$ cat config.mk
export PLATFORM = sky130hd
export DESIGN_NAME = debug_reg_dump
export DESIGN_NICKNAME = d
export VERILOG_FILES = /design/src/rtl/debug_dump_pkg.sv /design/src/rtl/debug_word_serializer.sv /design/src/rtl/debug_reg_dump.sv
export SDC_FILE = /design/constraint.sdc
export NUM_CORES = 1
export LEC_CHECK = 0
export CELL_PAD_IN_SITES_DETAIL_PLACEMENT = 1
export CELL_PAD_IN_SITES_GLOBAL_PLACEMENT = 1
export CORE_MARGIN = 2
export CORE_UTILIZATION = 32
export CTS_BUF_LIST = sky130_fd_sc_hd__clkbuf_8
export DETAILED_ROUTE_END_ITERATION = 7
export PLACE_DENSITY_LB_ADDON = 0.1
export SYNTH_ARGS = -nofsm -noshare
export SYNTH_HDL_FRONTEND = slang
export SYNTH_SLANG_ARGS = --single-unit
$ cat constraint.sdc
create_clock -name i_clk -period 1.85 [get_ports i_clk]
set_input_delay 0.185 -clock i_clk [delete_from_list [all_inputs] [get_ports i_clk]]
set_output_delay 0.185 -clock i_clk [all_outputs]
set_load 0.005 [all_outputs]
$ cat src/rtl/debug_dump_pkg.sv
// rtl/debug_dump_pkg.sv - shared FSM encodings and constants for the register-dump sequencer
package debug_dump_pkg;

  localparam logic [7:0] HEADER_BYTE = 8'hA5;

  function automatic int bytes_per_word(input int nb_data, input int nb_byte);
    return nb_data / nb_byte;
  endfunction

  localparam int BYTES_PER_WORD = bytes_per_word(32, 8);

  // ST_HDR/ST_HDR_WAIT are only reachable when DEBUG_DUMP_HEADER_EN is defined
  typedef enum logic [2:0] {
    ST_IDLE,
    ST_HDR,
    ST_HDR_WAIT,
    ST_LOAD,
    ST_XFER,
    ST_DONE
  } dump_state_t;

  typedef enum logic [1:0] {
    SER_IDLE,
    SER_SEND,
    SER_WAIT
  } ser_state_t;

endpackage

$ cat src/rtl/debug_word_serializer.sv
// rtl/debug_word_serializer.sv - sends one register word MSB-first as UART bytes
import debug_dump_pkg::*;

module debug_word_serializer #(
  parameter int NB_DATA = 32,
  parameter int NB_BYTE = 8
) (
  input  logic               clk,
  input  logic               reset,
  input  logic               load,
  input  logic [NB_DATA-1:0] word,
  input  logic               tx_done,
  output logic [NB_BYTE-1:0] tx_data,
  output logic               tx_start,
  output logic               word_done
);

  localparam int BPW    = bytes_per_word(NB_DATA, NB_BYTE);
  localparam int NB_CNT = (BPW > 1) ? $clog2(BPW) : 1;
  localparam logic [NB_CNT-1:0] LAST_BYTE = NB_CNT'(BPW - 1);

  ser_state_t          state_q, state_d;
  logic [NB_DATA-1:0]  shift_q;
  logic [NB_CNT-1:0]   byte_cnt_q;
  logic                ack;

  assign ack = (state_q == SER_WAIT) && tx_done;

  always_ff @(posedge clk) begin
    if (reset) state_q <= SER_IDLE;
    else       state_q <= state_d;
  end

  always_ff @(posedge clk) begin
    if (reset) begin
      shift_q    <= '0;
      byte_cnt_q <= '0;
    end else if (load) begin
      shift_q    <= word;
      byte_cnt_q <= '0;
    end else if (ack && byte_cnt_q != LAST_BYTE) begin
      shift_q    <= shift_q << NB_BYTE;
      byte_cnt_q <= byte_cnt_q + 1'b1;
    end
  end

  always_comb begin
    state_d = state_q;
    case (state_q)
      SER_IDLE: if (load) state_d = SER_SEND;
      SER_SEND: state_d = SER_WAIT;
      SER_WAIT: if (tx_done) state_d = (byte_cnt_q == LAST_BYTE) ? SER_IDLE : SER_SEND;
      default:  state_d = SER_IDLE;
    endcase
  end

  // word_done is combinational so the top can enter LOAD on the same edge as the last ack
  always_comb begin
    tx_start  = (state_q == SER_SEND);
    tx_data   = shift_q[NB_DATA-1 -: NB_BYTE];
    word_done = ack && (byte_cnt_q == LAST_BYTE);
  end

endmodule

$ cat src/rtl/debug_reg_dump.sv
// rtl/debug_reg_dump.sv - streams every register over the UART on request
// DEBUG_DUMP_HEADER_EN prepends a single HEADER_BYTE to each dump.
import debug_dump_pkg::*;

module debug_reg_dump #(
  parameter int NB_DATA  = 32,
  parameter int NB_REG   = 5,
  parameter int SIZE_REG = 32,
  parameter int NB_BYTE  = 8
) (
  input  logic               i_clk,
  input  logic               i_reset,
  input  logic               i_start,
  output logic [NB_REG-1:0]  o_address_read_debug,
  input  logic [NB_DATA-1:0] i_data_read_debug,
  output logic [NB_BYTE-1:0] o_tx_data,
  output logic               o_tx_start,
  input  logic               i_tx_done,
  output logic               o_busy,
  output logic               o_done
);

  localparam logic [NB_REG-1:0] LAST_REG = NB_REG'(SIZE_REG - 1);

  dump_state_t         state_q, state_d;
  logic [NB_REG-1:0]   index_q, index_d;
  logic [NB_REG-1:0]   addr_q;
  logic                word_done;
  logic                ser_tx_start;
  logic [NB_BYTE-1:0]  ser_tx_data;

  debug_word_serializer #(
    .NB_DATA (NB_DATA),
    .NB_BYTE (NB_BYTE)
  ) u_serializer (
    .clk       (i_clk),
    .reset     (i_reset),
    .load      (state_q == ST_LOAD),
    .word      (i_data_read_debug),
    .tx_done   (i_tx_done),
    .tx_data   (ser_tx_data),
    .tx_start  (ser_tx_start),
    .word_done (word_done)
  );

  always_ff @(posedge i_clk) begin
    if (i_reset) state_q <= ST_IDLE;
    else         state_q <= state_d;
  end

  // The read address only moves on entry to LOAD, so it holds everywhere else
  always_ff @(posedge i_clk) begin
    if (i_reset) begin
      index_q <= '0;
      addr_q  <= '0;
    end else begin
      index_q <= index_d;
      if (state_d == ST_LOAD && state_q != ST_LOAD) addr_q <= index_d;
    end
  end

  always_comb begin
    state_d = state_q;
    index_d = index_q;
    case (state_q)
      ST_IDLE: begin
        if (i_start) begin
          index_d = '0;
`ifdef DEBUG_DUMP_HEADER_EN
          state_d = ST_HDR;
`else
          state_d = ST_LOAD;
`endif
        end
      end
`ifdef DEBUG_DUMP_HEADER_EN
      ST_HDR:      state_d = ST_HDR_WAIT;
      ST_HDR_WAIT: if (i_tx_done) state_d = ST_LOAD;
`endif
      ST_LOAD: state_d = ST_XFER;
      ST_XFER: begin
        if (word_done) begin
          if (index_q == LAST_REG) begin
            state_d = ST_DONE;
          end else begin
            index_d = index_q + 1'b1;
            state_d = ST_LOAD;
          end
        end
      end
      ST_DONE: state_d = ST_IDLE;
      default: state_d = ST_IDLE;
    endcase
  end

  always_comb begin
    o_busy               = (state_q != ST_IDLE);
    o_done               = (state_q == ST_DONE);
    o_address_read_debug = addr_q;
    o_tx_start           = ser_tx_start;
    o_tx_data            = ser_tx_data;
`ifdef DEBUG_DUMP_HEADER_EN
    if (state_q == ST_HDR) o_tx_start = 1'b1;
    if (state_q == ST_HDR || state_q == ST_HDR_WAIT) o_tx_data = NB_BYTE'(HEADER_BYTE);
`endif
  end

endmodule

### Yosys cells after proc, flatten, opt, wreduce, memory -nomap -nowiden

Cells that the tools add are included.

* flip-flop bits (word level): 49
* input port bits: 36
* output and inout bits: 16
* logic and storage cells: 44

* add/subtract/negate cells: 2
* equal/unequal tests: 12
* muxes and demuxes: 14
* reductions and logical operators: 10

Operator list (count)
* 32-bit 2-to-1 mux: 2
* 5-bit 2-to-1 mux: 3
* 5-bit one-hot mux with 2 select lines: 1
* 3-bit 2-to-1 mux: 3
* 3-bit one-hot mux with 3 select lines: 1
* 3-bit by 2-bit equality test with 1-bit output (second input constant): 2
* 3-bit equality test (second input constant): 2
* 2-bit one-hot mux with 3 select lines: 1
* 5-bit by 1-bit adder with 5-bit output (second input constant): 1
* 5-bit equality test (second input constant): 1
* 2-bit equality test (second input constant): 2
* 1-bit logical AND: 4
* 2-bit 2-to-1 mux: 2
* 2-bit inequality test (second input constant): 2
* 3-bit logical NOT: 1
* 3-bit by 2-bit inequality test with 1-bit output (second input constant): 1
* 3-bit nonzero test: 1
* 2-bit by 1-bit adder with 2-bit output (second input constant): 1
* 2-bit by 1-bit equality test with 1-bit output (second input constant): 1
* 2-bit logical NOT: 1
* 2-bit by 1-bit inequality test with 1-bit output (second input constant): 1
* 2-bit AND reduction: 1
* 2-bit nonzero test: 1
* 2-bit OR reduction: 1
* 1-bit 2-to-1 mux: 1

### Depth between registers and ports, before layout

Gate-level depths: netlist of the first run.

* depth after elaboration: 7
* depth in mapped cells: 6

### By module

A second synthesis of the first run with hierarchy kept.

* cell total of the unflattened synthesis: 262
* area, all modules: 2468.6 µm²

By module, submodules not included
* debug_word_serializer: instances 1, cells each 191, area each 1821.7 µm², seq. area each 720.7 µm²
* debug_reg_dump: instances 1, cells each 71, area each 646.9 µm², seq. area each 260.2 µm²

### Least setup slack after synthesis of the first run

OpenSTA, ideal clock, no wires.

* kind: reg2reg
* from: register index_q[0]
* to: register index_q[2]
* library setup time: 0.079 ns
* arrival: 1.406 ns
* required time: 1.771 ns
* path slack: 0.365 ns
* cell stages (with the launch flop): 6
* buffers on the path: 0
* clock period less this slack: 1.485 ns
* cell sequence: dfxtp_1 -> ha_1 -> nand4_1 -> and3_1 -> a31o_1 -> a211oi_2

* cells in the longest elaborated chain, start to end: 4
* elaborated cells between the ends (all ways): 5

Ends and longest elaborated chain
* from (decl): line debug_reg_dump.sv:26 `logic [NB_REG-1:0] index_q, index_d;`
* from (signal assigned): line debug_reg_dump.sv:57 `index_q <= index_d;`
* 5-bit by 1-bit adder with 5-bit output / 5-bit equality test (equally long branches): line debug_reg_dump.sv:86, debug_reg_dump.sv:83
* 5-bit 2-to-1 mux *: line debug_reg_dump.sv:83 `if (index_q == LAST_REG) begin`
* 5-bit 2-to-1 mux *: line debug_reg_dump.sv:82 `if (word_done) begin`
* 5-bit one-hot mux with 2 select lines *: line debug_reg_dump.sv:65 `case (state_q)`

Mark *: on every way between the ends. The rest lies on a longest branch, timed or not.
A chain may end at the register's enable or synchronous reset.

### Worst setup path in the final report of the first run

Same ends and word-level chain as after synthesis.

==> implementation parameters, run 1 <==
Parameter                              Value

Worst setup path
  Crit path DAT ... 1.93 ns
  Maximum fanout encountered on the critical timing path ... 7
  Crit path required time ... 2.08 ns
  CP startpoint kind ... flop
  Nature of the critical path endpoint ... flop
  WS Path Type ... reg2reg

Place
  Global placement routability congestion ... 0.799
  Port buffer count ... 51
  Sum of net half-perimeters after detailed placement ... 3.94 mm

Yosys
  Portion of the post-synthesis area used by sequential elements ... 43.7%
  Cell count after synthesis ... 239
  Distinct cell type count after synthesis ... 43
  Leading area contributor after synthesis ... dfxtp_1
  Area fraction of the dominant cell type after synthesis ... 43.7%
  FF+latch count, synth ... ~50
  Warning count from the yosys run ... 0
  Net count of the mapped netlist ... 277
  Leading register cell type out of synthesis ... dfxtp_1
  Synthesized area divided by synthesized cell count ... 9.39 sq um
  Ranking of synthesized cells by area ... dfxtp_1, mux2i_1, a211oi_1
  Total standard cell area after synthesis ... 2240 sq um
  Share of flip-flops with an asynchronous set or reset after synthesis ... 0%
  Number of enable flip-flop cells after synthesis ... 0

Route
  Number of vias per cell after detailed routing ... 4.90
  Routed WL per cell ... approximately 14 um
  Post-Route WL ... 5.47 mm
  Detailed-route DRC error count ... 0
  Number of antenna-violating nets in the routed design ... 0
  Detailed-router iteration count before antenna repair ... 4
  First-iteration detailed-routing DRC count ... 62
  Total number of vias ... 1867

Floorplan
  FP Rows ... 30
  Overall die height ... between 80 and 90 um
  Total Die Area ... 7700 sq um
  Effective utilization at floorplan ... 33.0%
  Die width ... 87.7 um
  Core outline area ... 6790 sq um
  Number of top-level pins ... 52

Clock network
  Number of buffers inserted by hold repair at cts ... 0
  Number of H-tree levels ... 2
  Clock latency reported for the late side of the worst-skew pair ... 0.30 ns
  Library cell used as clock root buffer ... clkbuf_8
  Maximum buffer depth of the clock tree ... 2
  Clock tree sinks ... 49
  Reg clk slew, reported paths ... ~0.090 ns
  TritonCTS clock tree ... done
  Inserted Clock Buffers ... 5

Power and ir drop
  Fraction of power consumed by the clock network ... 37.5%
  Logic pwr share ... 10.2%
  Fraction of power spent switching nets ... between 20% and 30%
  Power density normalized to cell area ... between 700 and 800 nW/um^2
  Static power due to leakage ... 1.00 nW
  Sequential fraction of design power ... 52.3%
  Net switching power figure ... 0.454 mW
  Max VDD drop ... 304 uV
  Cell internal pwr ... ~1.6 mW

Final layout
  Share of layout cells above drive strength 1 ... 9.47%
  Final nets ... 322
  Filler cell count in the final layout ... 786
  Area growth, synth to finish ... 31.0%
  Final core area utilization ... 43.2%
  Antenna cell count ... 0

STA
  Tmin final ... 1.70 ns
  Share of the clock period used by the worst path ... between 90% and 100%
  Max Transition Viols Final ... 0
  Count of final setup violators ... 0
  Max-Slew Margin vs Limit ... 74.8%
  Hold Vio Cnt, Final ... 0
  Hold_ws ... 0.283 ns
  Maximum achievable frequency ... 0.588 GHz
  Sum of negative setup slack ... 0 ns
  Unrepaired setup endpoints after global routing ... no
  Setup Skew ... 0.00770 ns
  Slew of the pin with the lowest slew margin ... 0.378 ns

Global routing
  GRT Overall Usage ... approximately 15%
  Grt ovf ... 0
  Number of global-route vias before repair ... 1906
  Largest net degree at the start of global routing ... 33
  First-pass GRT wire length ... 9.36 mm
  Antenna violations before repair ... 0

Flow run
  Number of violations of the max-capacitance limit ... 0

Outcome
  Result of the run ... completed

Hold path
  Path class of the lowest-slack min-delay path ... in2reg
## power groups by stage
stage                     combinational (mW)  clock (mW)  sequential, mW
after floorplan                       0.0951           0            1.11
after global routing                   0.234       0.858            1.10
after global placement                 0.215           0            1.12
final                                  0.213       0.783            1.09
after CTS                              0.216       0.812            1.09
after detailed placement               0.215           0            1.12
## cell usage after synthesis, drive strengths merged, types with 3 or more instances
| cell | n |
|---|---|
| a211oi | 25 |
| a21oi | 8 |
| a22oi | 8 |
| and3 | 3 |
| buf | 11 |
| clkbuf | 14 |
| dfxtp | 49 |
| mux2i | 26 |
| nand2 | 5 |
| nand2b | 3 |
| nand3 | 6 |
| nor2 | 43 |
| nor3 | 5 |
| o21ai | 3 |
## sequential cells by signal, indices dropped and copies added, names as in the netlist
name / cells
index_q: 5
o_address_read_debug: 5
state_q: 3
u_serializer.byte_cnt_q: 2
u_serializer.shift_q: 32
u_serializer.state_q: 2
## final cells by class
cell class / count / area (sq um) / area share [%]
clock buffers: 6 / 82.6 / 2.81
repair buffers: 63 / 621 / 21.1
flip-flops and latches: 49 / 982 / 33.4
clock inverters: 2 / 33.8 / 1.15
inverters: 1 / 3.75 / 0.128
well taps: 96 / 120 / 4.09
multi-input cells: 164 / 1090 / 37.3
## worst max-delay path, stage by stage, from the launching register on
cell      delay, ns
dfxtp_1        0.44
ha_1           0.32
nand4_1        0.21
and3_1         0.23
a31o_1         0.22
a211oi_2       0.20
## metal layers
| layer | global-route usage, % | share of wire, % | up-vias |
|---|---|---|---|
| li1 | - | - | 955 |
| met1 | 22.1 | 53 | 869 |
| met2 | 23.5 | 42 | 41 |
| met3 | 3.02 | 4.1 | 2 |
| met4 | 4.62 | 0.84 | 0 |
| met5 | 0 | 0 | - |
## worst paths after layout
check	start	end	slack, ns	cells past startpoint
setup / recovery	index_q[0]	index_q[2]	0.15	5
hold / removal	i_reset	index_q[4]	0.28	2
setup reg to reg	index_q[0]	index_q[2]	0.15	5
hold reg to reg	o_address_read_debug[1]	o_address_read_debug[1]	0.49	2
## kinds of logic after synthesis
group	Yosys count	share of synthesized area, %
mux	26	11.6
fa+ha+maj	2	1.12
compound gates	56	18.1
simple gates	78	17.2
xor+xnor	2	0.781
flops	49	43.7
buf+inv	26	7.47
## cell usage in the layout, fill, tap and decap left out, drive strengths merged, types with 3 or more instances in the layout
master	n
a211oi	25
a21oi	8
a22oi	8
and3	3
buf	13
clkbuf	6
clkdlybuf4s50	50
dfxtp	49
mux2i	26
nand2	5
nand2b	3
nand3	6
nor2	43
nor3	5
o21ai	3
## per-stage QoR
stage	power (mW)	cell area [sq um]	setup WS, ns	cells
6_report	2.09	2940	0.148	381
3_3_place_gp	1.33	2820	0.185	373
4_1_cts	2.12	2940	0.0209	381
2_1_floorplan	1.21	2240	0.365	239
5_1_grt	2.19	2940	0.0103	381
3_5_place_dp	1.33	2820	0.127	373
## timing repair
item / 4_1_cts / 5_1_grt
setup endpoints to repair: 0 / 2
gates resized for setup: 0 / 1
setup buffers: 0 / 0
(Power assumes the default switching activity.)
==> inputs of run 2 (changes only) <==
--- a/config.mk
+++ b/config.mk
@@ -5,13 +5,9 @@
 export SDC_FILE = /design/constraint.sdc
 export NUM_CORES = 1
 export LEC_CHECK = 0
-export CELL_PAD_IN_SITES_DETAIL_PLACEMENT = 1
-export CELL_PAD_IN_SITES_GLOBAL_PLACEMENT = 1
-export CORE_MARGIN = 2
 export CORE_UTILIZATION = 32
 export CTS_BUF_LIST = sky130_fd_sc_hd__clkbuf_8
 export DETAILED_ROUTE_END_ITERATION = 7
-export PLACE_DENSITY_LB_ADDON = 0.1
 export SYNTH_ARGS = -nofsm -noshare
 export SYNTH_HDL_FRONTEND = slang
 export SYNTH_SLANG_ARGS = --single-unit
==> run 2 against run 1 <==
Effect of this change:
- clock skew fell by 0.0037 ns
- maximum frequency grew 2.3%
- critical path depth fell by 3
- final area is 1.5% lower
- clock power fell by 26%
- utilization decreased by 0.64 points
- global-route usage fell by 1.6 points
- combinational power shrank 2%
- setup slack improved by 0.039 ns
- non-clock buffer count decreased by 1
- register-to-register slack better by 0.07 ns
- sequential power about the same
- largest power group unchanged
- highest routed layer unchanged
==> implementation parameters, run 2 (synthesis results as in run 1) <==
Parameter                              Value

Worst setup path
  Worst stage delay on the critical path ... 0.45 ns (about the same)
  Crit path DAT ... 1.48 ns (-0.45 ns)
  WS Path Type ... reg2out
  CP cell instances ... or3_1, clkdlybuf4s50_1
  Maximum fanout encountered on the critical timing path ... 6 (-1)
  Highest-delay cell along the critical path ... clkdlybuf4s50_1
  Nature of the critical path endpoint ... output pin
  Crit path required time ... 1.66 ns (-0.42 ns)
  CP startpoint kind ... flop
  Number of buffers and inverters on the critical path ... 1 (+1)
  Crit-path leading delay family ... buffers and inverters

Power and ir drop
  Max VDD drop ... 232 uV (-24%)
  Power density normalized to cell area ... 651 nW/um^2 (-8.5%)
  Static power due to leakage ... 0.990 nW (-1.4%)

Route
  Post-Route WL ... 4.78 mm (-13%)
  Routed WL per cell ... 12.6 um (-12%)
  Total number of vias ... 1824 (-2.3%)
  Detailed-router iteration count before antenna repair ... 4 (unchanged)
  Number of vias per cell after detailed routing ... 4.80 (-2.0%)
  First-iteration detailed-routing DRC count ... 148 (+140%)
  Detailed-route DRC error count ... 0 (unchanged)
  Number of antenna-violating nets in the routed design ... 0 (unchanged)

Clock network
  Post-CTS repair timing setup buffer count ... 0 (unchanged)
  Maximum buffer depth of the clock tree ... 2 (unchanged)
  Clock tree sinks ... 49 (unchanged)
  Library cell used as clock root buffer ... clkbuf_8
  TritonCTS clock tree ... done
  Number of H-tree levels ... 2 (unchanged)
  Clock latency reported for the late side of the worst-skew pair ... 0.30 ns (about the same)
  Inserted Clock Buffers ... 5 (unchanged)
  Reg clk slew, reported paths ... 0.08 ns (about the same)

Floorplan
  Core outline area ... 6790 sq um (unchanged)
  FP Rows ... 30 (unchanged)
  Effective utilization at floorplan ... 33.0% (unchanged)
  Overall die height ... 85.7 um (-2.3%)
  Die width ... 85.7 um (-2.3%)
  Total Die Area ... 7350 sq um (-4.5%)
  Number of top-level pins ... 52 (unchanged)

Place
  Sum of net half-perimeters after detailed placement ... 3.43 mm (-13%)
  Global placement routability congestion ... 0.856 (+7.0%)
  Placed cell count ... 372 (-0.27%)
  Place WS ... 0.0912 ns (-0.0357 ns)
  Port buffer count ... 51 (unchanged)

Global routing
  Antenna violations before repair ... 0 (unchanged)
  GRT Overall Usage ... 13.8% (-1.6 points)
  First-pass GRT wire length ... 8.06 mm (-14%)
  Largest net degree at the start of global routing ... 37 (+12%)
  Grt ovf ... 0 (unchanged)
  Number of global-route vias before repair ... 1743 (-8.6%)

Final layout
  Most frequent cells in the layout ... clkdlybuf4s50_1, dfxtp_1, nor2_1
  Share of layout cells above drive strength 1 ... 8.45% (-1.0 points)
  Final core area utilization ... 42.6% (-0.64 points)
  Filler cell count in the final layout ... 658 (-16%)
  Area taken by flip-flops and latches ... 982 sq um (unchanged)
  Area growth, synth to finish ... 29.0%
  Footprint of the multi-input gates ... 1090 sq um (unchanged)
  Largest Register ... u_serializer.shift_q
  Flip-flop count of the largest register after layout ... 32 (unchanged)
  Final non-filler cell total ... 380 (-0.26%)
  Most common cell after layout, fill and taps aside ... clkdlybuf4s50_1
  Antenna cell count ... 0 (unchanged)
  Final nets ... 321 (-0.31%)

STA
  Setup slack after layout ... 0.187 ns (+0.0391 ns)
  Tmin final ... 1.66 ns (-0.0391 ns)
  Slew of the pin with the lowest slew margin ... 0.551 ns (+0.173 ns)
  Count of final setup violators ... 0 (unchanged)
  Hold Vio Cnt, Final ... 0 (unchanged)
  Share of the clock period used by the worst path ... 89.9% (-2.1 points)
  Sum of negative setup slack ... 0 ns (unchanged)
  Max Transition Viols Final ... 0 (unchanged)
  Setup Skew ... 0.00397 ns (-0.00373 ns)
  Maximum achievable frequency ... 0.601 GHz (+2.3%)
  Unrepaired setup endpoints after global routing ... no
  Max-Slew Margin vs Limit ... 63.2% (-12 points)

Outcome
  Result of the run ... completed

Hold path
  Path class of the lowest-slack min-delay path ... in2reg

Flow run
  Number of violations of the max-capacitance limit ... 0 (unchanged)
run 2: what timing repair did:
| item | CTS | global route |
|---|---|---|
| hold endpoints to repair | 0 | 0 |
| hold buffers | 0 | 0 |
| resized for setup | 0 | 1 |
| setup endpoints to repair | 0 | 1 |
run 2: through the flow:
step / cell area (sq um) / power, mW / hold WS, ns
after floorplan: 2240 / 1.21 / 0.346
after global placement: 2810 / 1.33 / 0.478
after detailed placement: 2810 / 1.33 / 0.477
after CTS: 2890 / 1.92 / 0.340
after global routing: 2890 / 1.98 / 0.386
final: 2890 / 1.88 / 0.356
run 2: cell type report:
cell class,instances,area share (%)
clock inverter,3,0.389
tap,96,4.15
inverter,1,0.130
timing repair buffer,62,21.2
multi-input combinational,164,37.8
clock buffer,5,2.38
sequential,49,33.9
run 2: final timing paths:
| path | endpoint | cells after the start | start | slack [ns] |
|---|---|---|---|---|
| worst max register to register | index_q[2] | 6 | u_serializer.byte_cnt_q[0] | 0.22 |
| worst min register to register | o_address_read_debug[1] | 2 | o_address_read_debug[1] | 0.49 |
| worst min-delay path | u_serializer.shift_q[0] | 2 | i_reset | 0.36 |
| worst max-delay path | o_busy | 2 | state_q[1] | 0.19 |
run 2: layer usage:
metal | vias up | share of wire (%) | routed length (um) | global-route usage [%]
li1 | 952 | - | - | -
met1 | 833 | 52 | 2480 | 19.1
met2 | 34 | 43 | 2080 | 20.9
met3 | 5 | 3.3 | 156 | 3.56
met4 | 0 | 1.4 | 69 | 4.70
met5 | - | 0 | 0 | 0
run 2: power breakdown:
part,total (mW),switching [mW],internal (mW),leakage (nW)
sequential,1.09,0.0176,1.08,0.397
combinational,0.208,0.0851,0.123,0.541
clock,0.583,0.330,0.253,0.0519
